**src/rtl/ddr3_core_arb_pkg.sv**
```systemverilog
// ----------------------------------------------------------------------------
// ddr3_core_arb_pkg
//   Shared definitions for the two-port ddr3_core request arbiter.
//   - DDR3_ARB_PORT_BIT : bit of the 16-bit core request/response id that
//                         carries the source/destination port number.
//   - DDR3_ARB_PORTS    : number of requester ports.
//   - DDR3_ARB_TAG_W    : width of the requester-side tag.
//   - lock_state_t      : whether the grant is pinned to one port.
//   - req_valid()       : a request is present when any write enable or the
//                         read strobe is set.
// ----------------------------------------------------------------------------
package ddr3_core_arb_pkg;

  localparam int DDR3_ARB_PORT_BIT = 15;
  localparam int DDR3_ARB_PORTS    = 2;
  localparam int DDR3_ARB_TAG_W    = 15;

  typedef enum logic {
    LOCK_OPEN = 1'b0,
    LOCK_HELD = 1'b1
  } lock_state_t;

  function automatic logic req_valid(input logic [15:0] wr, input logic rd);
    return (|wr) | rd;
  endfunction

endpackage

```
**src/rtl/ddr3_core_arb_if.sv**
```systemverilog
// ----------------------------------------------------------------------------
// ddr3_core_arb_if
//   Native ddr3_core style request/response bus.
//   Requester side uses ID_W = 15, the core side uses ID_W = 16 (port tag on
//   top).
//   Request  (master -> slave): wr[15:0], rd, addr[31:0], write_data[127:0],
//                               req_id[ID_W-1:0]
//   Response (slave -> master): accept, ack, error, read_data[127:0],
//                               resp_id[ID_W-1:0]
// ----------------------------------------------------------------------------
interface ddr3_core_arb_if
  import ddr3_core_arb_pkg::*;
#(
  parameter int ID_W = DDR3_ARB_TAG_W
);

  logic [15:0]     wr;
  logic            rd;
  logic [31:0]     addr;
  logic [127:0]    write_data;
  logic [ID_W-1:0] req_id;

  logic            accept;
  logic            ack;
  logic            error;
  logic [127:0]    read_data;
  logic [ID_W-1:0] resp_id;

  modport master (
    output wr, rd, addr, write_data, req_id,
    input  accept, ack, error, read_data, resp_id
  );

  modport slave (
    input  wr, rd, addr, write_data, req_id,
    output accept, ack, error, read_data, resp_id
  );

endinterface

```
**src/rtl/ddr3_arb_outstanding.sv**
```systemverilog
// ----------------------------------------------------------------------------
// ddr3_arb_outstanding
//   Per-port count of accepted-but-unacknowledged requests.
//   Ports:
//     clk, rst : clock, asynchronous active-high reset
//     inc      : a request from this port was accepted this cycle
//     dec      : a response for this port was returned this cycle
//     full     : count has reached OUTSTANDING_MAX
// ----------------------------------------------------------------------------
module ddr3_arb_outstanding #(
  parameter int OUTSTANDING_MAX = 8,
  parameter int CNT_W           = 4
) (
  input  logic clk,
  input  logic rst,
  input  logic inc,
  input  logic dec,
  output logic full
);

  logic [CNT_W-1:0] cnt_q;
  logic [CNT_W-1:0] cnt_d;

  // Accept and ack in the same cycle cancel out. A response arriving with the
  // count already at zero (stray, e.g. issued before a reset) is ignored
  // rather than wrapping.
  always_comb begin
    cnt_d = cnt_q;
    if (inc && !dec) begin
      if (cnt_q != '1) begin
        cnt_d = cnt_q + CNT_W'(1);
      end
    end else if (dec && !inc) begin
      if (cnt_q != '0) begin
        cnt_d = cnt_q - CNT_W'(1);
      end
    end
  end

  always_ff @(posedge clk or posedge rst) begin
    if (rst) begin
      cnt_q <= '0;
    end else begin
      cnt_q <= cnt_d;
    end
  end

  assign full = (cnt_q == CNT_W'(OUTSTANDING_MAX));

endmodule

```
**src/rtl/ddr3_core_arb.sv**
```systemverilog
// ----------------------------------------------------------------------------
// ddr3_core_arb
//   Round-robin arbiter sharing the native request port of ddr3_core between
//   two requesters. Requests are tagged with their source port in req_id[15];
//   responses are steered back by resp_id[15]. Each port is limited to
//   OUTSTANDING_MAX accepted-but-unacked requests.
//   Ports:
//     clk, rst : clock, asynchronous active-high reset
//     p0, p1   : requester buses (slave side, 15-bit tags)
//     outport  : bus towards ddr3_core (master side, 16-bit ids)
// ----------------------------------------------------------------------------
module ddr3_core_arb
  import ddr3_core_arb_pkg::*;
#(
  parameter int OUTSTANDING_MAX = 8,
  parameter int CNT_W           = 4
) (
  input  logic             clk,
  input  logic             rst,
  ddr3_core_arb_if.slave   p0,
  ddr3_core_arb_if.slave   p1,
  ddr3_core_arb_if.master  outport
);

  lock_state_t lock_q;
  lock_state_t lock_d;
  logic        lock_port_q;
  logic        lock_port_d;
  logic        rr_last_q;
  logic        rr_last_d;

  logic [DDR3_ARB_PORTS-1:0] valid;
  logic [DDR3_ARB_PORTS-1:0] full;
  logic [DDR3_ARB_PORTS-1:0] elig;
  logic [DDR3_ARB_PORTS-1:0] accept_vec;
  logic [DDR3_ARB_PORTS-1:0] ack_vec;

  logic grant_valid;
  logic grant;

  assign valid[0] = req_valid(p0.wr, p0.rd);
  assign valid[1] = req_valid(p1.wr, p1.rd);
  assign elig     = valid & ~full;

  // Grant selection. Once a request has been shown to the core without being
  // accepted the grant stays on that port, so the core never sees the request
  // change under it. Reset forces no grant so the outport goes quiet at once.
  always_comb begin
    grant_valid = 1'b0;
    grant       = 1'b0;
    if (rst) begin
      grant_valid = 1'b0;
    end else if (lock_q == LOCK_HELD) begin
      grant_valid = 1'b1;
      grant       = lock_port_q;
    end else if (elig[0] && elig[1]) begin
      grant_valid = 1'b1;
      grant       = ~rr_last_q;
    end else if (elig[0]) begin
      grant_valid = 1'b1;
      grant       = 1'b0;
    end else if (elig[1]) begin
      grant_valid = 1'b1;
      grant       = 1'b1;
    end
  end

  // Request mux towards the core; only the strobes are gated by the grant.
  always_comb begin
    outport.wr         = '0;
    outport.rd         = 1'b0;
    if (grant_valid) begin
      outport.wr = grant ? p1.wr : p0.wr;
      outport.rd = grant ? p1.rd : p0.rd;
    end
    outport.addr       = grant ? p1.addr       : p0.addr;
    outport.write_data = grant ? p1.write_data : p0.write_data;
    outport.req_id     = {grant, (grant ? p1.req_id : p0.req_id)};
  end

  assign accept_vec[0] = grant_valid & ~grant & outport.accept;
  assign accept_vec[1] = grant_valid &  grant & outport.accept;

  assign p0.accept = accept_vec[0];
  assign p1.accept = accept_vec[1];

  // Responses: ack is steered by the port tag, everything else is broadcast.
  assign ack_vec[0] = ~rst & outport.ack & ~outport.resp_id[DDR3_ARB_PORT_BIT];
  assign ack_vec[1] = ~rst & outport.ack &  outport.resp_id[DDR3_ARB_PORT_BIT];

  assign p0.ack       = ack_vec[0];
  assign p1.ack       = ack_vec[1];
  assign p0.error     = outport.error;
  assign p1.error     = outport.error;
  assign p0.read_data = outport.read_data;
  assign p1.read_data = outport.read_data;
  assign p0.resp_id   = outport.resp_id[DDR3_ARB_PORT_BIT-1:0];
  assign p1.resp_id   = outport.resp_id[DDR3_ARB_PORT_BIT-1:0];

  // Lock and round-robin next state. A stalled grant pins the port; the
  // accept releases the lock and records the winner for the next tie.
  always_comb begin
    lock_d      = lock_q;
    lock_port_d = lock_port_q;
    rr_last_d   = rr_last_q;
    if (grant_valid) begin
      if (outport.accept) begin
        lock_d    = LOCK_OPEN;
        rr_last_d = grant;
      end else begin
        lock_d      = LOCK_HELD;
        lock_port_d = grant;
      end
    end
  end

  // rr_last resets to port 1 so that port 0 wins the first tie.
  always_ff @(posedge clk or posedge rst) begin
    if (rst) begin
      lock_q      <= LOCK_OPEN;
      lock_port_q <= 1'b0;
      rr_last_q   <= 1'b1;
    end else begin
      lock_q      <= lock_d;
      lock_port_q <= lock_port_d;
      rr_last_q   <= rr_last_d;
    end
  end

  ddr3_arb_outstanding #(
    .OUTSTANDING_MAX (OUTSTANDING_MAX),
    .CNT_W           (CNT_W)
  ) u_cnt0 (
    .clk  (clk),
    .rst  (rst),
    .inc  (accept_vec[0]),
    .dec  (ack_vec[0]),
    .full (full[0])
  );

  ddr3_arb_outstanding #(
    .OUTSTANDING_MAX (OUTSTANDING_MAX),
    .CNT_W           (CNT_W)
  ) u_cnt1 (
    .clk  (clk),
    .rst  (rst),
    .inc  (accept_vec[1]),
    .dec  (ack_vec[1]),
    .full (full[1])
  );

endmodule

```
**src/flat_wrapper.sv**
```systemverilog
// flat-port wrapper written by rule: the top's interface ports become plain ports
module ddr3_core_arb_flat import ddr3_core_arb_pkg::*;
#(
  parameter int OUTSTANDING_MAX = 8,
  parameter int CNT_W           = 4
)
  (clk, rst, p0_wr, p0_rd, p0_addr, p0_write_data, p0_req_id, p0_accept, p0_ack, p0_error, p0_read_data, p0_resp_id, p1_wr, p1_rd, p1_addr, p1_write_data, p1_req_id, p1_accept, p1_ack, p1_error, p1_read_data, p1_resp_id, outport_wr, outport_rd, outport_addr, outport_write_data, outport_req_id, outport_accept, outport_ack, outport_error, outport_read_data, outport_resp_id);
  ddr3_core_arb_if #(.ID_W(15)) p0_i ();
  ddr3_core_arb_if #(.ID_W(15)) p1_i ();
  ddr3_core_arb_if #(.ID_W(16)) outport_i ();
  input  logic clk;
  input  logic rst;
  input wire logic [$bits(p0_i.wr)-1:0] p0_wr;
  input wire logic [$bits(p0_i.rd)-1:0] p0_rd;
  input wire logic [$bits(p0_i.addr)-1:0] p0_addr;
  input wire logic [$bits(p0_i.write_data)-1:0] p0_write_data;
  input wire logic [$bits(p0_i.req_id)-1:0] p0_req_id;
  output wire logic [$bits(p0_i.accept)-1:0] p0_accept;
  output wire logic [$bits(p0_i.ack)-1:0] p0_ack;
  output wire logic [$bits(p0_i.error)-1:0] p0_error;
  output wire logic [$bits(p0_i.read_data)-1:0] p0_read_data;
  output wire logic [$bits(p0_i.resp_id)-1:0] p0_resp_id;
  input wire logic [$bits(p1_i.wr)-1:0] p1_wr;
  input wire logic [$bits(p1_i.rd)-1:0] p1_rd;
  input wire logic [$bits(p1_i.addr)-1:0] p1_addr;
  input wire logic [$bits(p1_i.write_data)-1:0] p1_write_data;
  input wire logic [$bits(p1_i.req_id)-1:0] p1_req_id;
  output wire logic [$bits(p1_i.accept)-1:0] p1_accept;
  output wire logic [$bits(p1_i.ack)-1:0] p1_ack;
  output wire logic [$bits(p1_i.error)-1:0] p1_error;
  output wire logic [$bits(p1_i.read_data)-1:0] p1_read_data;
  output wire logic [$bits(p1_i.resp_id)-1:0] p1_resp_id;
  output wire logic [$bits(outport_i.wr)-1:0] outport_wr;
  output wire logic [$bits(outport_i.rd)-1:0] outport_rd;
  output wire logic [$bits(outport_i.addr)-1:0] outport_addr;
  output wire logic [$bits(outport_i.write_data)-1:0] outport_write_data;
  output wire logic [$bits(outport_i.req_id)-1:0] outport_req_id;
  input wire logic [$bits(outport_i.accept)-1:0] outport_accept;
  input wire logic [$bits(outport_i.ack)-1:0] outport_ack;
  input wire logic [$bits(outport_i.error)-1:0] outport_error;
  input wire logic [$bits(outport_i.read_data)-1:0] outport_read_data;
  input wire logic [$bits(outport_i.resp_id)-1:0] outport_resp_id;
  assign p0_i.wr = p0_wr;
  assign p0_i.rd = p0_rd;
  assign p0_i.addr = p0_addr;
  assign p0_i.write_data = p0_write_data;
  assign p0_i.req_id = p0_req_id;
  assign p0_accept = p0_i.accept;
  assign p0_ack = p0_i.ack;
  assign p0_error = p0_i.error;
  assign p0_read_data = p0_i.read_data;
  assign p0_resp_id = p0_i.resp_id;
  assign p1_i.wr = p1_wr;
  assign p1_i.rd = p1_rd;
  assign p1_i.addr = p1_addr;
  assign p1_i.write_data = p1_write_data;
  assign p1_i.req_id = p1_req_id;
  assign p1_accept = p1_i.accept;
  assign p1_ack = p1_i.ack;
  assign p1_error = p1_i.error;
  assign p1_read_data = p1_i.read_data;
  assign p1_resp_id = p1_i.resp_id;
  assign outport_wr = outport_i.wr;
  assign outport_rd = outport_i.rd;
  assign outport_addr = outport_i.addr;
  assign outport_write_data = outport_i.write_data;
  assign outport_req_id = outport_i.req_id;
  assign outport_i.accept = outport_accept;
  assign outport_i.ack = outport_ack;
  assign outport_i.error = outport_error;
  assign outport_i.read_data = outport_read_data;
  assign outport_i.resp_id = outport_resp_id;
  ddr3_core_arb #(.OUTSTANDING_MAX(OUTSTANDING_MAX), .CNT_W(CNT_W)) u_core (.clk(clk), .rst(rst), .p0(p0_i), .p1(p1_i), .outport(outport_i));
endmodule
```
**config.mk**
```make
export PLATFORM = sky130hd
export DESIGN_NAME = ddr3_core_arb_flat
export DESIGN_NICKNAME = d
export VERILOG_FILES = /design/src/rtl/ddr3_core_arb_pkg.sv /design/src/rtl/ddr3_core_arb_if.sv /design/src/rtl/ddr3_arb_outstanding.sv /design/src/rtl/ddr3_core_arb.sv /design/src/flat_wrapper.sv
export SDC_FILE = /design/constraint.sdc
export NUM_CORES = 1
export LEC_CHECK = 0
export BUFFER_PORTS_ARGS = -buffer_cell sky130_fd_sc_hd__buf_2
export CELL_PAD_IN_SITES_DETAIL_PLACEMENT = 1
export CELL_PAD_IN_SITES_GLOBAL_PLACEMENT = 1
export CORE_AREA = 5 5 396 398
export DETAILED_ROUTE_END_ITERATION = 6
export DIE_AREA = 0 0 401 403
export HOLD_SLACK_MARGIN = 0.03
export PLACE_DENSITY_LB_ADDON = 0.1
export SETUP_SLACK_MARGIN = 0.5
export SLEW_MARGIN = 5
export SYNTH_ARGS = -nofsm -noshare
export SYNTH_HDL_FRONTEND = slang
export SYNTH_SLANG_ARGS = --single-unit
export TNS_END_PERCENT = 50
```
**constraint.sdc**
```tcl
create_clock -name clk -period 5.5 [get_ports clk]
set_input_delay 0 -clock clk [delete_from_list [all_inputs] [get_ports clk]]
set_output_delay 0 -clock clk [all_outputs]
set_load 0.01 [all_outputs]
```
==> results of run 1 <==
synth_stat cells, types with 3 or more instances:
master	count	area share
nor4_1	8	0.0085
nand3_1	6	0.0051
buf_4	293	0.37
a21oi_1	4	0.0034
buf_6	6	0.011
ha_1	6	0.013
nand2_1	5	0.0032
mux2_2	74	0.14
nand4_1	3	0.0032
buf_12	11	0.037
inv_1	7	0.0045
nor2_1	11	0.0070
xnor2_1	6	0.0089
a22o_1	17	0.025
dfrtp_1	10	0.043
mux2_4	103	0.26
power by group through the flow:
stage                     sequential, mW  combinational [mW]  clock, mW
after detailed placement           0.176                1.43          0
final                              0.175                1.56      0.138
after CTS                          0.176                1.62      0.142
after global routing               0.183                1.69      0.147
after floorplan                    0.160                1.11          0
after global placement             0.175                1.45          0
metal layers:
layer	routed length [µm]	share of wire	vias up	GRT usage
li1	-	-	2644	-
met1	20650	0.38	2831	0.06960
met5	55	0.0010	-	0
met3	5032	0.094	36	0.02378
met4	327	0.0061	10	0.005213
met2	27690	0.52	462	0.1131
cell type report:
class	count	area [µm²]
Clock buffer	4	78.83
Multi-Input combinational cell	269	3074
Timing Repair Buffer	735	4429
Sequential cell	11	276.5
Antenna cell	15	37.54
Tap cell	2044	2557
Fill cell	18301	142500
Inverter	7	26.28
logic make-up (layout without fill, tap and decap cells):
family                   after synthesis  count (layout)  share of synthesized area
XOR/XNOR                               8               8                    0.01191
other                                  0              15                          0
adder cells (fa/ha/maj)                8               8                    0.01956
AO/OA/AOI/OAI                         36              36                    0.04974
buffers and inverters                320             746                     0.4311
flip-flops                            11              11                    0.04698
AND/OR/NAND/NOR                       40              40                    0.03635
multiplexers                         177             177                     0.4043
flip-flops by register name, indices dropped and copies added (netlist names):
signal	flops
u_core.rr_last_q	1
u_core.lock_q	1
u_core.u_cnt0.cnt_q	4
u_core.lock_port_q	1
u_core.u_cnt1.cnt_q	4
cell usage in the layout, fill, tap and decap left out, types with 5 or more instances in the layout:
| master | count |
|---|---|
| ha_1 | 6 |
| inv_1 | 7 |
| dfrtp_1 | 10 |
| diode_2 | 15 |
| buf_2 | 585 |
| dlygate4sd3_1 | 145 |
| nor2_1 | 11 |
| mux2_2 | 74 |
| nor4_1 | 8 |
| nand3_1 | 6 |
| nand2_1 | 5 |
| a22o_1 | 17 |
| mux2_4 | 103 |
| xnor2_1 | 6 |
final timing paths:
path / endpoint / slack (ns) / startpoint
max: outport_write_data[104] / 1.56 / u_core.u_cnt0.cnt_q[1]$_DFFE_PP0P_
max in group asynchronous: u_core.rr_last_q$_DFFE_PP1P_ / 4.87 / rst
min reg2reg: u_core.lock_port_q$_DFFE_PP0P_ / 0.49 / u_core.lock_port_q$_DFFE_PP0P_
min: u_core.rr_last_q$_DFFE_PP1P_ / 0.10 / outport_accept
min in group asynchronous: u_core.lock_port_q$_DFFE_PP0P_ / 0.38 / rst
max reg2reg: u_core.u_cnt0.cnt_q[1]$_DFFE_PP0P_ / 1.85 / u_core.u_cnt0.cnt_q[1]$_DFFE_PP0P_
critical path, cell delays in order (launching register included):
cell,delay (ns)
dfrtp_1,0.45
or4b_4,0.60
o2111ai_2,0.10
and4_4,0.74
buf_4,0.53
buf_12,0.43
mux2_4,0.35
buf_2,0.18
timing repair:
| item | in CTS | in global routing |
|---|---|---|
| hold buffers | 145 | 0 |
| setup endpoints to repair | 0 | 0 |
| endpoints found under the hold margin | 298 | 0 |
==> run_results.csv, run 1 <==
group,metric,value,unit
min_path,hold_path_class,"input port to flop",
drt,first_pass_iters,4,
worst_setup_path,endpoint_kind,"output pin",
layout,final_area,10480,µm²
sta,fin_crit_sh,0.7173,
sta,rsz0062_at_grt,"no",
die,ios,1018,
pwr,power.total,1.873,mW
die,core-area,153000,µm²
sta,worst_slew_pin_slew,0.8203,ns
clock_tree,clk_latency,0.24,ns
logic_synthesis,ys_ff_latch,11,
clock_tree,cts_root_buf,"clkbuf_16",
die,die_y,403,µm
worst_setup_path,arrival,3.94,ns
min_path,hold_depth,3,
logic_synthesis,async_flop_share,1.000,
drt,drtAntennaViolNets,0,
layout,layout.cells.non_filler,3085,
worst_setup_path,ff2ff_path_depth,9,
worst_setup_path,crit_required,5.50,ns
clock_tree,cts_resized,0,
global_routing,antenna_found_initial,38,
place,placed_cell_area,8912,µm²
global_routing,grt_usage,0.06145,
clock_tree,postCtsSetupRepairBufs,0,
logic_synthesis,synth_area,5886,µm²
pwr,p_clk_frac,0.073,
pwr,internal_power,0.9858,mW
logic_synthesis,synth_edf_count,0,
global_routing,grt_max_degree,84,
sta,layout_setup_ws,1.555,ns
logic_synthesis,yosysSeqAreaShare,0.04698,
sta,hold_ws,0.1020,ns
sta,layout_min_cycle_time,3.945,ns
clock_tree,cts.sinks,11,
die,dieWidth,401,µm
die,num_rows,144,
logic_synthesis,ys.flop_type,"dfrtp_1",
place,dpl_worst_slack,1.723,ns
die,initial_core_util,0.03848,
drt,post_drt_wl_per_cell,17.42,µm
worst_setup_path,cp-start-kind,"flop",
drt,routed_via_density,1.939,
pwr,p_leak,4.466,nW
sta,clock_skew,0.005248,ns
clock_tree,cts.reportedPaths.clkPinSlew,0.05,ns
sta,tns,0,ns
pwr,swShare,0.4736,
die,die_area,161600,µm²
pwr,ir_worst_vdd,0.00007439,V
drt,drc,0,
global_routing,grt_pass1_vias,6633,
pwr,cellPowerDensity,178.7,nW/µm²
drt,wirelength,53760,µm
logic_synthesis,synthCells,600,
clock_tree,cts_tree,"built",
logic_synthesis,yosysUniqueCellTypes,39,
logic_synthesis,syn_avg_cell_area,9.809,µm²
place,port_buffers,585,
run_status,status,"completed",
global_routing,grt_pass1_wl,67680,µm
layout,nets,1568,
place,dp.cells,2921,
layout,final_layout_size_suffix_gt1_frac,0.7563,
pwr,p_switching,0.8870,mW
worst_setup_path,crit_type,"flop to output pin",
drt,drt_iter0_markers,136,
worst_setup_path,crit_fanout,83,
place,gp_congestion,0.7537,
sta,hold_violations,0,
sta,final_max_slew_viol_count,0,
run,maxCapViolations,0,
place,dp_hpwl,48030,µm
global_routing,grt_overflow,0,
clock_tree,cts_made_buffers,3,
layout,fin_util,0.06851,
drt,via_count,5983,
layout,syn_to_final_growth,78.06,%
clock_tree,clockBufferDepth,2,
logic_synthesis,synth_fp_nets,1141,
clock_tree,htree_levels,1,
pwr,pwr-share-comb,0.833,
sta,maxSlewHeadroom,0.4531,
sta,finalSetupViolCount,0,
sta,clock.fmax,253.5,MHz
logic_synthesis,yosys_warnings,0,
pwr,power_frac_seq,0.093,
(Power assumes the default switching activity.)
==> inputs of run 2 (changes only) <==
--- a/config.mk
+++ b/config.mk
@@ -8,9 +8,9 @@
 export BUFFER_PORTS_ARGS = -buffer_cell sky130_fd_sc_hd__buf_2
 export CELL_PAD_IN_SITES_DETAIL_PLACEMENT = 1
 export CELL_PAD_IN_SITES_GLOBAL_PLACEMENT = 1
-export CORE_AREA = 5 5 396 398
+export CORE_AREA = 5 5 397 399
 export DETAILED_ROUTE_END_ITERATION = 6
-export DIE_AREA = 0 0 401 403
+export DIE_AREA = 0 0 402 404
 export HOLD_SLACK_MARGIN = 0.03
 export PLACE_DENSITY_LB_ADDON = 0.1
 export SETUP_SLACK_MARGIN = 0.5
==> constraint.sdc (replaced) <==
create_clock -name clk -period 3.3 [get_ports clk]
set_input_delay 0 -clock clk [delete_from_list [all_inputs] [get_ports clk]]
set_output_delay 0 -clock clk [all_outputs]
set_load 0.01 [all_outputs]
==> run 2 against run 1 <==
Net effect:
- wire length increased by 11%
- non-clock buffer count is 23 higher
- clock skew rose by 0.0023 ns
- first-iteration DRC count rose by 5.1%
- final cell count is 0.55% higher
- utilization rose by 0.26 points
- highest routed layer unchanged
- sequential power grew 63%
- die area increased by 0.50%
- clock power rose by 65%
- via count is 1.8% higher
- setup slack got worse by 1.0 ns
==> run_results.csv, run 2 (same netlist as run 1, synthesis figures left out) <==
group,metric,value,unit
pwr,ir_worst_vdd,0.0001173,V
worst_setup_path,endpoint_kind,"flop",
min_path,hold_path_class,"input port to flop",
global_routing,grt_pass1_vias,6722,
pwr,cellPowerDensity,319.7,nW/µm²
clock_tree,clk_latency,0.24,ns
die,ios,1018,
layout,layout_common_cells,"584 x buf_2, 145 x dlygate4sd3_1, 104 x mux2_4",
sta,layout_setup_ws,0.5441,ns
global_routing,grt_overflow,0,
global_routing,met3_usage,0.02212,
drt,drt_iter0_markers,143,
global_routing,grt_pass1_wl,73090,µm
global_routing,grt_usage,0.06659,
layout,final_common_cell,"buf_2",
run_status,status,"completed",
clock_tree,cts_tree,"built",
sta,hold_ws,0.1099,ns
clock_tree,cts_made_buffers,3,
layout,syn_to_final_growth,85.57,%
global_routing,grt-busiest-layer,"met2",
place,dp_hpwl,52540,µm
sta,layout_min_cycle_time,2.756,ns
clock_tree,clockBufferDepth,2,
worst_setup_path,crit_required,3.43,ns
layout,final_area,10920,µm²
sta,maxSlewHeadroom,0.5795,
worst_setup_path,cp-start-kind,"flop",
sta,hold_violations,0,
sta,clock_skew,0.007583,ns
place,dp.cells,2927,
place,port_buffers,585,
drt,routed_via_density,1.964,
die,num_rows,144,
layout,register_area,279.0,µm²
clock_tree,htree_levels,1,
die,initial_core_util,0.03834,
pwr,p_leak,4.664,nW
worst_setup_path,crit_type,"flop to flop",
layout,final_layout_size_suffix_gt1_frac,0.7750,
clock_tree,cts_root_buf,"clkbuf_16",
layout,largestRegisters,"u_core.u_cnt0.cnt_q (4), u_core.u_cnt1.cnt_q (4)",
global_routing,grt_max_degree,32,
global_routing,use_met2,0.1228,
worst_setup_path,r2r_setup_slack,0.54,ns
die,core-area,153500,µm²
clock_tree,cts.sinks,11,
drt,via_count,6093,
layout,layout.cells.non_filler,3102,
layout,fillers,18432,
die,die_y,404,µm
sta,clock.fmax,362.9,MHz
drt,drtAntennaViolNets,0,
sta,fin_crit_sh,0.8351,
worst_setup_path,arrival,2.88,ns
place,placed_cell_area,9011,µm²
global_routing,antenna_found_initial,38,
layout,multiInputGateArea,3172,µm²
sta,finalSetupViolCount,0,
drt,wirelength,59500,µm
sta,tns,0,ns
worst_setup_path,crit_fanout,6,
global_routing,use_met1,0.07886,
place,gp_congestion,0.7077,
sta,final_max_slew_viol_count,0,
drt,first_pass_iters,4,
die,dieWidth,402,µm
drt,drc,0,
place,dpl_worst_slack,0.4007,ns
sta,rsz0062_at_grt,"yes",
sta,worst_slew_pin_slew,0.6307,ns
clock_tree,cts.reportedPaths.clkPinSlew,0.05,ns
drt,post_drt_wl_per_cell,19.18,µm
die,die_area,162400,µm²
layout,nets,1591,
run,maxCapViolations,0,
run 2: cell count changes in the layout (fill, tap and decap cells not counted), sizes merged:
cell	previous run	this run
bufbuf	0	1
clkbuf	4	5
diode	15	9
buf	590	610
clkinv	0	1
run 2: per-stage QoR:
stage | util | total power, mW
4_1_cts | 0.06950 | 3.454
2_1_floorplan | - | 2.151
5_1_grt | 0.07103 | 3.758
6_report | 0.07115 | 3.492
3_5_place_dp | 0.05870 | 2.786
3_3_place_gp | 0.05870 | 2.818
run 2: where the power goes:
group          leakage (nW)  total (mW)  switching (mW)  internal, mW
Combinational          4.50        2.98            1.49          1.49
Clock                0.0409       0.228          0.0671         0.161
Sequential            0.125       0.285          0.0847         0.200
Total                  4.66        3.49            1.64          1.85
run 2: repair_timing:
item                                    CTS  global route
hold buffers                            145             0
gates cloned                              2             1
hold endpoints to repair                298             0
endpoints found under the setup margin  137            44
resized for setup                        12            18
buffers inserted                          2            12
pin swaps                                 1             4
run 2: final cells by class:
| type | count | share of cell area |
|---|---|---|
| Multi-Input combinational cell | 269 | 0.2904 |
| Sequential cell | 11 | 0.02555 |
| Inverter | 7 | 0.002864 |
| Timing Repair Buffer | 758 | 0.4376 |
| Antenna cell | 9 | 0.002062 |
| Clock buffer | 3 | 0.006874 |
| Tap cell | 2044 | 0.2342 |
| Clock inverter | 1 | 0.0004582 |
run 2: worst max-delay path, cell delays in order, from the launching register on:
cell and delay, ns:
dfrtp_2 0.42, or4b_4 0.56, o2111ai_4 0.11, and4_4 0.32
buf_6 0.12, nor2_4 0.04, ha_4 0.18, inv_6 0.08
ha_4 0.19, a21o_1 0.16, a21oi_2 0.13, xnor2_1 0.12
nand2_1 0.08, xnor2_1 0.14
run 2: final timing paths:
path	start	end	depth (start not counted)
max in group asynchronous	rst	u_core.rr_last_q$_DFFE_PP1P_	4
max reg2reg	u_core.u_cnt0.cnt_q[1]$_DFFE_PP0P_	u_core.u_cnt0.cnt_q[3]$_DFFE_PP0P_	13
min in group asynchronous	rst	u_core.u_cnt1.cnt_q[2]$_DFFE_PP0P_	3
max	u_core.u_cnt0.cnt_q[1]$_DFFE_PP0P_	u_core.u_cnt0.cnt_q[3]$_DFFE_PP0P_	13
min	outport_accept	u_core.lock_port_q$_DFFE_PP0P_	3
min reg2reg	u_core.u_cnt1.cnt_q[3]$_DFFE_PP0P_	u_core.u_cnt1.cnt_q[3]$_DFFE_PP0P_	1
run 2: per-layer routing:
layer / up-vias / part of all wire / routed length (µm)
met1: 2905 / 0.39 / 23160
met4: 6 / 0.0044 / 259
met3: 40 / 0.093 / 5522
li1: 2688 / - / -
met2: 454 / 0.51 / 30520
met5: - / 0.00071 / 42
